### src/rtl/memory_access_pkg.sv
// Shared constants, state encoding and access-legality helper for the memory stage.
package memory_access_pkg;

    localparam int unsigned DATA_W = 32;
    localparam int unsigned BYTES  = DATA_W / 8;

    localparam logic [2:0] SZ_B  = 3'd0;
    localparam logic [2:0] SZ_H  = 3'd1;
    localparam logic [2:0] SZ_W  = 3'd2;
    localparam logic [2:0] SZ_BU = 3'd4;
    localparam logic [2:0] SZ_HU = 3'd5;

    typedef enum logic {
        IDLE = 1'b0,
        BUSY = 1'b1
    } state_e;

    // Illegal size for the access direction, misalignment, or both enables at once.
    function automatic logic access_fault(input logic wr, input logic rd,
                                          input logic [2:0] size, input logic [1:0] off);
        logic bad;
        bad = wr & rd;
        case (size)
            SZ_B:    bad = bad;
            SZ_H:    bad = bad | off[0];
            SZ_W:    bad = bad | (|off);
            SZ_BU:   bad = bad | wr;
            SZ_HU:   bad = bad | wr | off[0];
            default: bad = 1'b1;
        endcase
        return bad;
    endfunction

endpackage

### src/rtl/memory_access_load_align.sv
// Selects the addressed byte/halfword lane of a load word and extends it to WIDTH.
module load_align
    import memory_access_pkg::*;
#(
    parameter int unsigned WIDTH = DATA_W
) (
    input  logic [WIDTH-1:0] i_rdata,
    input  logic [1:0]       i_off,
    input  logic [2:0]       i_size,
    output logic [WIDTH-1:0] o_data
);

    logic [7:0]  byte_v;
    logic [15:0] half_v;

    always_comb begin
        byte_v = i_rdata[{i_off, 3'b000} +: 8];
        half_v = i_off[1] ? i_rdata[16 +: 16] : i_rdata[0 +: 16];
        case (i_size)
            SZ_B:    o_data = {{(WIDTH-8){byte_v[7]}}, byte_v};
            SZ_H:    o_data = {{(WIDTH-16){half_v[15]}}, half_v};
            SZ_BU:   o_data = {{(WIDTH-8){1'b0}}, byte_v};
            SZ_HU:   o_data = {{(WIDTH-16){1'b0}}, half_v};
            default: o_data = i_rdata;
        endcase
    end

endmodule

### src/rtl/memory_access.sv
// Memory pipeline stage: single-outstanding req/ack data port, store packing,
// load alignment and registered write-back outputs.
module memory_access
    import memory_access_pkg::*;
#(
    parameter int unsigned WIDTH = DATA_W
) (
    input  logic             clk,
    input  logic             reset,
    input  logic [WIDTH-1:0] i_rd,
    input  logic [WIDTH-1:0] i_rd_sel,
    input  logic             i_mem_wr_en,
    input  logic             i_mem_rd_en,
    input  logic [WIDTH-1:0] i_mem_wr_data,
    input  logic [2:0]       i_mem_rw_size,
    output logic             o_halt,
    output logic             dmem_req,
    output logic             dmem_we,
    output logic [WIDTH-1:0] dmem_addr,
    output logic [WIDTH-1:0] dmem_wdata,
    output logic [3:0]       dmem_wstrb,
    input  logic             dmem_ack,
    input  logic [WIDTH-1:0] dmem_rdata,
    output logic [WIDTH-1:0] o_rd,
    output logic [WIDTH-1:0] o_rd_sel,
    output logic             o_fault
);

    state_e           state_q, state_d;
    logic             req_q, req_d, we_q, we_d, fault_q, fault_d;
    logic [WIDTH-1:0] addr_q, addr_d, wdata_q, wdata_d;
    logic [3:0]       wstrb_q, wstrb_d;
    logic [1:0]       off_q, off_d;
    logic [2:0]       size_q, size_d;
    logic [WIDTH-1:0] lat_sel_q, lat_sel_d, rd_q, rd_d, rd_sel_q, rd_sel_d;

    logic             mem_en, bad;
    logic [WIDTH-1:0] pack_wdata, ld_data;
    logic [3:0]       pack_wstrb;

    assign mem_en = i_mem_wr_en | i_mem_rd_en;
    assign bad    = mem_en & access_fault(i_mem_wr_en, i_mem_rd_en, i_mem_rw_size, i_rd[1:0]);

    // Gated by reset so a held request cannot stall execute while the stage is in reset.
    assign o_halt = reset & ((state_q == IDLE) ? (mem_en & ~bad) : ~dmem_ack);

    always_comb begin
        case (i_mem_rw_size)
            SZ_B: begin
                pack_wdata = {BYTES{i_mem_wr_data[7:0]}};
                pack_wstrb = 4'b0001 << i_rd[1:0];
            end
            SZ_H: begin
                pack_wdata = {(BYTES/2){i_mem_wr_data[15:0]}};
                pack_wstrb = i_rd[1] ? 4'b1100 : 4'b0011;
            end
            default: begin
                pack_wdata = i_mem_wr_data;
                pack_wstrb = 4'b1111;
            end
        endcase
    end

    load_align #(.WIDTH(WIDTH)) u_load_align (
        .i_rdata (dmem_rdata),
        .i_off   (off_q),
        .i_size  (size_q),
        .o_data  (ld_data)
    );

    always_comb begin
        state_d   = state_q;
        req_d     = req_q;
        we_d      = we_q;
        addr_d    = addr_q;
        wdata_d   = wdata_q;
        wstrb_d   = wstrb_q;
        off_d     = off_q;
        size_d    = size_q;
        lat_sel_d = lat_sel_q;
        rd_d      = rd_q;
        rd_sel_d  = rd_sel_q;
        fault_d   = 1'b0;
        case (state_q)
            IDLE: begin
                if (!mem_en) begin
                    rd_d     = i_rd;
                    rd_sel_d = i_rd_sel;
                end else if (bad) begin
                    fault_d  = 1'b1;
                    rd_d     = '0;
                    rd_sel_d = '0;
                end else begin
                    state_d   = BUSY;
                    req_d     = 1'b1;
                    we_d      = i_mem_wr_en;
                    addr_d    = {i_rd[WIDTH-1:2], 2'b00};
                    wdata_d   = pack_wdata;
                    wstrb_d   = i_mem_wr_en ? pack_wstrb : '0;
                    off_d     = i_rd[1:0];
                    size_d    = i_mem_rw_size;
                    lat_sel_d = i_rd_sel;
                    rd_sel_d  = '0;
                end
            end
            BUSY: begin
                if (dmem_ack) begin
                    state_d  = IDLE;
                    req_d    = 1'b0;
                    rd_d     = we_q ? '0 : ld_data;
                    rd_sel_d = we_q ? '0 : lat_sel_q;
                end else begin
                    rd_sel_d = '0;
                end
            end
            default: state_d = IDLE;
        endcase
    end

    always_ff @(posedge clk or negedge reset) begin
        if (!reset) begin
            state_q   <= IDLE;
            req_q     <= 1'b0;
            we_q      <= 1'b0;
            addr_q    <= '0;
            wdata_q   <= '0;
            wstrb_q   <= '0;
            off_q     <= '0;
            size_q    <= '0;
            lat_sel_q <= '0;
            rd_q      <= '0;
            rd_sel_q  <= '0;
            fault_q   <= 1'b0;
        end else begin
            state_q   <= state_d;
            req_q     <= req_d;
            we_q      <= we_d;
            addr_q    <= addr_d;
            wdata_q   <= wdata_d;
            wstrb_q   <= wstrb_d;
            off_q     <= off_d;
            size_q    <= size_d;
            lat_sel_q <= lat_sel_d;
            rd_q      <= rd_d;
            rd_sel_q  <= rd_sel_d;
            fault_q   <= fault_d;
        end
    end

    assign dmem_req   = req_q;
    assign dmem_we    = we_q;
    assign dmem_addr  = addr_q;
    assign dmem_wdata = wdata_q;
    assign dmem_wstrb = wstrb_q;
    assign o_rd       = rd_q;
    assign o_rd_sel   = rd_sel_q;
    assign o_fault    = fault_q;

endmodule

### config.mk
export PLATFORM = sky130hd
export DESIGN_NAME = memory_access
export DESIGN_NICKNAME = d
export VERILOG_FILES = /design/src/rtl/memory_access_pkg.sv /design/src/rtl/memory_access_load_align.sv /design/src/rtl/memory_access.sv
export SDC_FILE = /design/constraint.sdc
export NUM_CORES = 1
export LEC_CHECK = 0
export BUFFER_PORTS_ARGS = -buffer_cell sky130_fd_sc_hd__buf_4
export CAP_MARGIN = 40
export CORE_UTILIZATION = 42
export CTS_BUF_LIST = sky130_fd_sc_hd__clkbuf_4 sky130_fd_sc_hd__clkbuf_8
export CTS_CLUSTER_SIZE = 16
export DETAILED_ROUTE_END_ITERATION = 6
export GPL_ROUTABILITY_DRIVEN = 0
export PLACE_DENSITY = 0.69
export SYNTH_ARGS = -nofsm -noshare
export SYNTH_HDL_FRONTEND = slang
export SYNTH_SLANG_ARGS = --single-unit
### constraint.sdc
create_clock -name clk -period 4.15 [get_ports clk]
set_input_delay 0.83 -clock clk [delete_from_list [all_inputs] [get_ports clk]]
set_output_delay 0.83 -clock clk [all_outputs]
set_load 0.02 [all_outputs]
==> results of run 1 <==
-- path summary, 6_finish.rpt --
| check | start | end | slack [ns] | cells after the start |
|---|---|---|---|---|
| max in group asynchronous | reset | o_rd_sel[24] | 2.51 | 3 |
| worst max register to register | state_q | dmem_addr[6] | 1.81 | 5 |
| worst min-delay path | reset | dmem_wdata[24] | 0.25 | 1 |
| worst min register to register | lat_sel_q[2] | o_rd_sel[2] | 0.49 | 1 |
| min in group clk | lat_sel_q[2] | o_rd_sel[2] | 0.49 | 1 |
| worst max-delay path | i_mem_rw_size[1] | o_halt | 1.31 | 5 |
-- where the power goes --
group	total [uW]	internal, uW	switching (uW)
Sequential	2300	2060	236
Clock	1390	750	641
Combinational	1770	808	964
Total	5460	3620	1840
-- cell families (layout without fill, tap and decap cells) --
family	count (synthesis)	after routing	synth area share
compound gates	167	167	0.154
other cells	1	2	0.000500
simple gates	131	131	0.0791
mux	107	107	0.157
buf+inv	61	327	0.0384
flops	171	171	0.571
-- cell type report --
class                   count  area, sq um
well taps                 225          282
clock buffers              18          248
clock inverters            14          230
repair buffers            285         2180
fillers                  1500         7130
multi-input cells         407         2970
flip-flops and latches    171         4280
inverters                  10         37.5
-- placed cells by master (no fill, tap or decap), types with 2 or more instances in the layout --
cell type  instances
inv_1             10
nor2_1            46
nor3b_1           11
bufinv_16          5
nor2b_1            8
a32oi_1            4
nand2b_1           2
nand2_1           56
a21oi_1            5
inv_6              6
dfrtp_1          171
clkbuf_8          18
a22o_1            32
o21ai_0           33
mux2_2            41
buf_16             2
a31oi_1           31
o211ai_1           4
o21ai_1           23
buf_4            281
mux2i_1           31
mux2_1            34
and2_1             2
a22oi_1           17
conb_1             2
a2bb2oi_1          3
o2111ai_1          8
-- routing by layer --
| layer | GRT usage | up-vias | routed length [um] |
|---|---|---|---|
| li1 | - | 2808 | - |
| met1 | 0.296 | 2959 | 8530 |
| met2 | 0.394 | 265 | 10200 |
| met3 | 0.0741 | 31 | 1980 |
| met4 | 0.0843 | 0 | 478 |
| met5 | 0 | - | 0 |
-- flip-flops by register name (all words and copies together), names as in the netlist, 2 cells and up --
signal,count
dmem_wdata,32
lat_sel_q,32
o_rd,32
o_rd_sel,32
dmem_addr,30
dmem_wstrb,4
size_q,3
off_q,2
-- per-stage QoR --
step	utilization	setup WS, ns	hold WS [ns]	cells
2_1_floorplan	-	1.39	0.461	639
3_3_place_gp	0.558	0.776	0.461	1095
3_5_place_dp	0.562	1.19	0.470	1098
4_1_cts	0.589	1.27	0.225	1130
5_1_grt	0.589	1.27	0.221	1130
6_report	0.589	1.31	0.246	1130
==> impl_metrics.ini, run 1 <==
[routing]
wire_per_inst_um = 18.7
drcViolationCount = 0
drt_iter0_drc = 295
viasPerCell = 5.37
antenna_left = 0
route.vias.total = 6063
first_pass_iters = 5
drt-total-wl_mm = 21.2

[synthesis]
async_flop_share = 1.00
synthTopCellsByCount = dfrtp_1, nand2_1, nor2_1, mux2_2, mux2_1
ys_ff_latch = 171
avgSynthCellArea_sq_um = 11.8
netlist_instances = 638
synth_most_common_cell = dfrtp_1
ys_seq_area_frac = 0.571
synth_area_leaders = dfrtp_1, mux2_2, mux2_1, mux2i_1, a22o_1
syn_area_sq_um = 7500
synth_edf_count = 0
synthFlopType = dfrtp_1
synth.largest_area_cell = dfrtp_1
yosysWarnings = 0
synth.top_cell.area_share = 0.571
synth_cell_types = 40

[flow_run]
maxCapViolCount = 0

[worst_setup_path]
crit_chain = buf_4 > o21ai_1 > a41oi_4 > nor2b_1 > buf_4
cp-start-kind = input pin
arrival_ns = 2.01
worstSetupPathType = in2out
cp-end-kind = output pin
crit_family = compound AO/OA/AOI/OAI gates
crit_top_cell = buf_4
path_max_fanout = 5
cp.required_ns = 3.32
path_buf_inv = 2
cpMaxStageDelayCell = o21ai_1
critPathMaxStageDelay_ns = 0.37

[global_routing]
grt_pass1_vias = 6121
grt_pass1_wl_mm = 33.3
grt_max_degree = 66
grt_usage = 0.240
antenna_found_initial = 0
grt-ovfl-total = 0

[clocking]
cts_hold_buf = 0
path_clk_slew_ns = 0.10
clockBufferDepth = 2
cts_root_buffer = clkbuf_8
clk_latency_ns = 0.45
cts_resized = 0
htreeDepth = 4
clkSinkCount = 171
cts_tree = built
cts_setup_buffers = 0
cts_buffers = 17

[power_and_ir_drop]
p_per_area_nw_per_um2 = 534
p_leak_uw = 0.00489
power.total_uw = 5460
ir_worst_vdd_mv = 0.260

[floorplanning]
dieWidth_um = 136
std_cell_rows = 48
die_area_sq_um = 18400
die_h_um = 136
coreArea_sq_um = 17400
start_util = 0.432
io_pins = 272

[placement]
portBuffers = 269
dpl_cell_area_sq_um = 9750
dpl.hpwl_mm = 15.6

[timing]
finalSetupTns_ns = 0
maxSlewViolCount = 0
grt_setup_unrepaired = false
fin_crit_ns = 2.84
period_share = 0.685
hold_violations = 0
slew_headroom = 0.456
finalSetupViolCount = 0
max_freq_mhz = 352
finClkSkew_ns = 0.0142
worst_slew_pin_slew_ns = 0.811

[finish]
finalNetCount = 1028
diodes = 0
drive_above_1_share = 0.407
post-route-cell-area_sq_um = 10200
area_delta_synth_final_pct = 36.4

[run_status]
status = finished, final reports clean

[hold_path]
hp-class = in2async
No activity file was read; power rests on OpenSTA's default activity.
==> inputs of run 2 (changes only) <==
PLACE_DENSITY = 0.72   (was 0.69)
clock period = 2.3 ns   (was 4.15 ns; I/O delays follow)
==> impl_metrics.ini, run 2 (same netlist as run 1, synthesis figures left out) <==
[run_status]
status = finished, final reports clean

[routing]
first_pass_iters = 6
route.vias.total = 6066
drcViolationCount = 0
wire_per_inst_um = 19.2
antenna_left = 0
drt_iter0_drc = 453
drt-total-wl_mm = 21.6
viasPerCell = 5.38

[worst_setup_path]
crit_family = compound AO/OA/AOI/OAI gates
reg2reg_depth = 5
reg2reg_setup_slack_ns = 0.31
r2r_start = off_q[1]
cp-start-kind = flip-flop
cp-end-kind = output pin
worstSetupPathType = reg2out
cp-startpoint = state_q
timing.rr.end = o_rd[22]
cp.required_ns = 1.84
critPathMaxStageDelay_ns = 0.47
endpoint = o_halt
path_buf_inv = 1
cpMaxStageDelayCell = dfrtp_1
critical_path_depth = 4
path_max_fanout = 6
arrival_ns = 1.73
crit_chain = o21ba_2 > a41oi_4 > nor2b_1 > buf_4

[global_routing]
grt_usage = 0.238
grt-busiest-layer = met2
antenna_found_initial = 0
grt_pass1_wl_mm = 33.3
grtUsageMet3 = 0.0812
grt_pass1_vias = 6145
grtUsageMet2 = 0.396
grt_use_met1 = 0.287
grt-ovfl-total = 0
grt_max_degree = 120

[finish]
diodes = 0
layout_commonest_cell = buf_4
nFillCells = 1520
finalNetCount = 1027
drive_above_1_share = 0.405
area_delta_synth_final_pct = 35.1
layout_common_cells = buf_4, dfrtp_1, nand2_1
fin_cells = 1127

[timing]
max_freq_mhz = 456
maxSlewViolCount = 0
finalSetupTns_ns = 0
fin_crit_ns = 2.19
hold_violations = 0
holdWs_ns = 0.0679
worst_slew_pin_slew_ns = 0.700
period_share = 0.953
grt_setup_unrepaired = false
finalSetupViolCount = 0
finClkSkew_ns = 0.0184
slew_headroom = 0.533

[floorplanning]
coreArea_sq_um = 17400
die_h_um = 136
io_pins = 272
std_cell_rows = 48
die_area_sq_um = 18400
dieWidth_um = 136
start_util = 0.432

[hold_path]
hp-class = in2async

[clocking]
cts_resized = 0
cts_root_buffer = clkbuf_8
htreeDepth = 4
cts_buffers = 17
clk_latency_ns = 0.45
cts_hold_buf = 0
path_clk_slew_ns = 0.09
clockBufferDepth = 2
cts_setup_buffers = 0
cts_tree = built
clkSinkCount = 171

[power_and_ir_drop]
p_leak_uw = 0.00483
p_per_area_nw_per_um2 = 937
ir_worst_vdd_mv = 0.487

[placement]
portBuffers = 269
dp_cells = 1097
dpl.hpwl_mm = 15.6

[flow_run]
maxCapViolCount = 0
[run 2: changes by cell type in the layout (fill, tap and decap cells not counted)]
cell / delta
clkinv_2: +3
buf_2: -1
buf_4: -2
clkbuf_8: -1
bufinv_16: -3
buf_12: +4
inv_6: -3
clkinvlp_4: +2
buf_16: -2
[run 2: how the worst min path moves through the flow]
| stage | from | endpoint | slack [ns] | depth (start not counted) |
|---|---|---|---|---|
| global route | reset | o_rd[14] | 0.11 | 2 |
| detailed placement | dmem_wdata[30] | dmem_wdata[30] | 0.47 | 2 |
| CTS | reset | o_rd_sel[20] | 0.15 | 2 |
| finish | reset | o_rd[14] | 0.07 | 2 |
| floorplan | reset | dmem_addr[10] | 0.16 | 0 |
| global placement | lat_sel_q[0] | o_rd_sel[0] | 0.46 | 1 |
[run 2: metrics by stage]
stage                     setup slack, ns  total power (uW)  utilization  cell area (sq um)
after CTS                          0.0763              9580        0.584              10100
after global placement              0.334              7380        0.562               9750
final                               0.107              9490        0.584              10100
after global routing               0.0278             10000        0.584              10100
after floorplan                     0.280              5920            -               7500
after detailed placement            0.252              7470        0.562               9750
[run 2: worst register-to-register path, delay by kind of cell (launching register included)]
family,cells,cell delay [ns]
flops,1,0.39
compound gates,2,0.63
mux,1,0.37
simple gates,1,0.12
buf+inv,1,0.33
[run 2: cell type report]
class	instances	area [sq um]	area share
Timing Repair Buffer	284	2190	0.216
Clock buffer	17	234	0.0231
Multi-Input combinational cell	407	2970	0.293
Tap cell	225	282	0.0278
Inverter	10	37.5	0.00371
Clock inverter	13	144	0.0142
Sequential cell	171	4280	0.422
[run 2: layer usage]
layer | part of all wire | up-vias
met2 | 0.49 | 277
met3 | 0.10 | 27
li1 | - | 2804
met4 | 0.019 | 0
met1 | 0.39 | 2958
met5 | 0 | -
[run 2: where the power goes]
part | switching, uW | internal (uW) | total [uW]
Combinational | 1780 | 1470 | 3250
Clock | 1140 | 965 | 2100
Sequential | 421 | 3730 | 4150
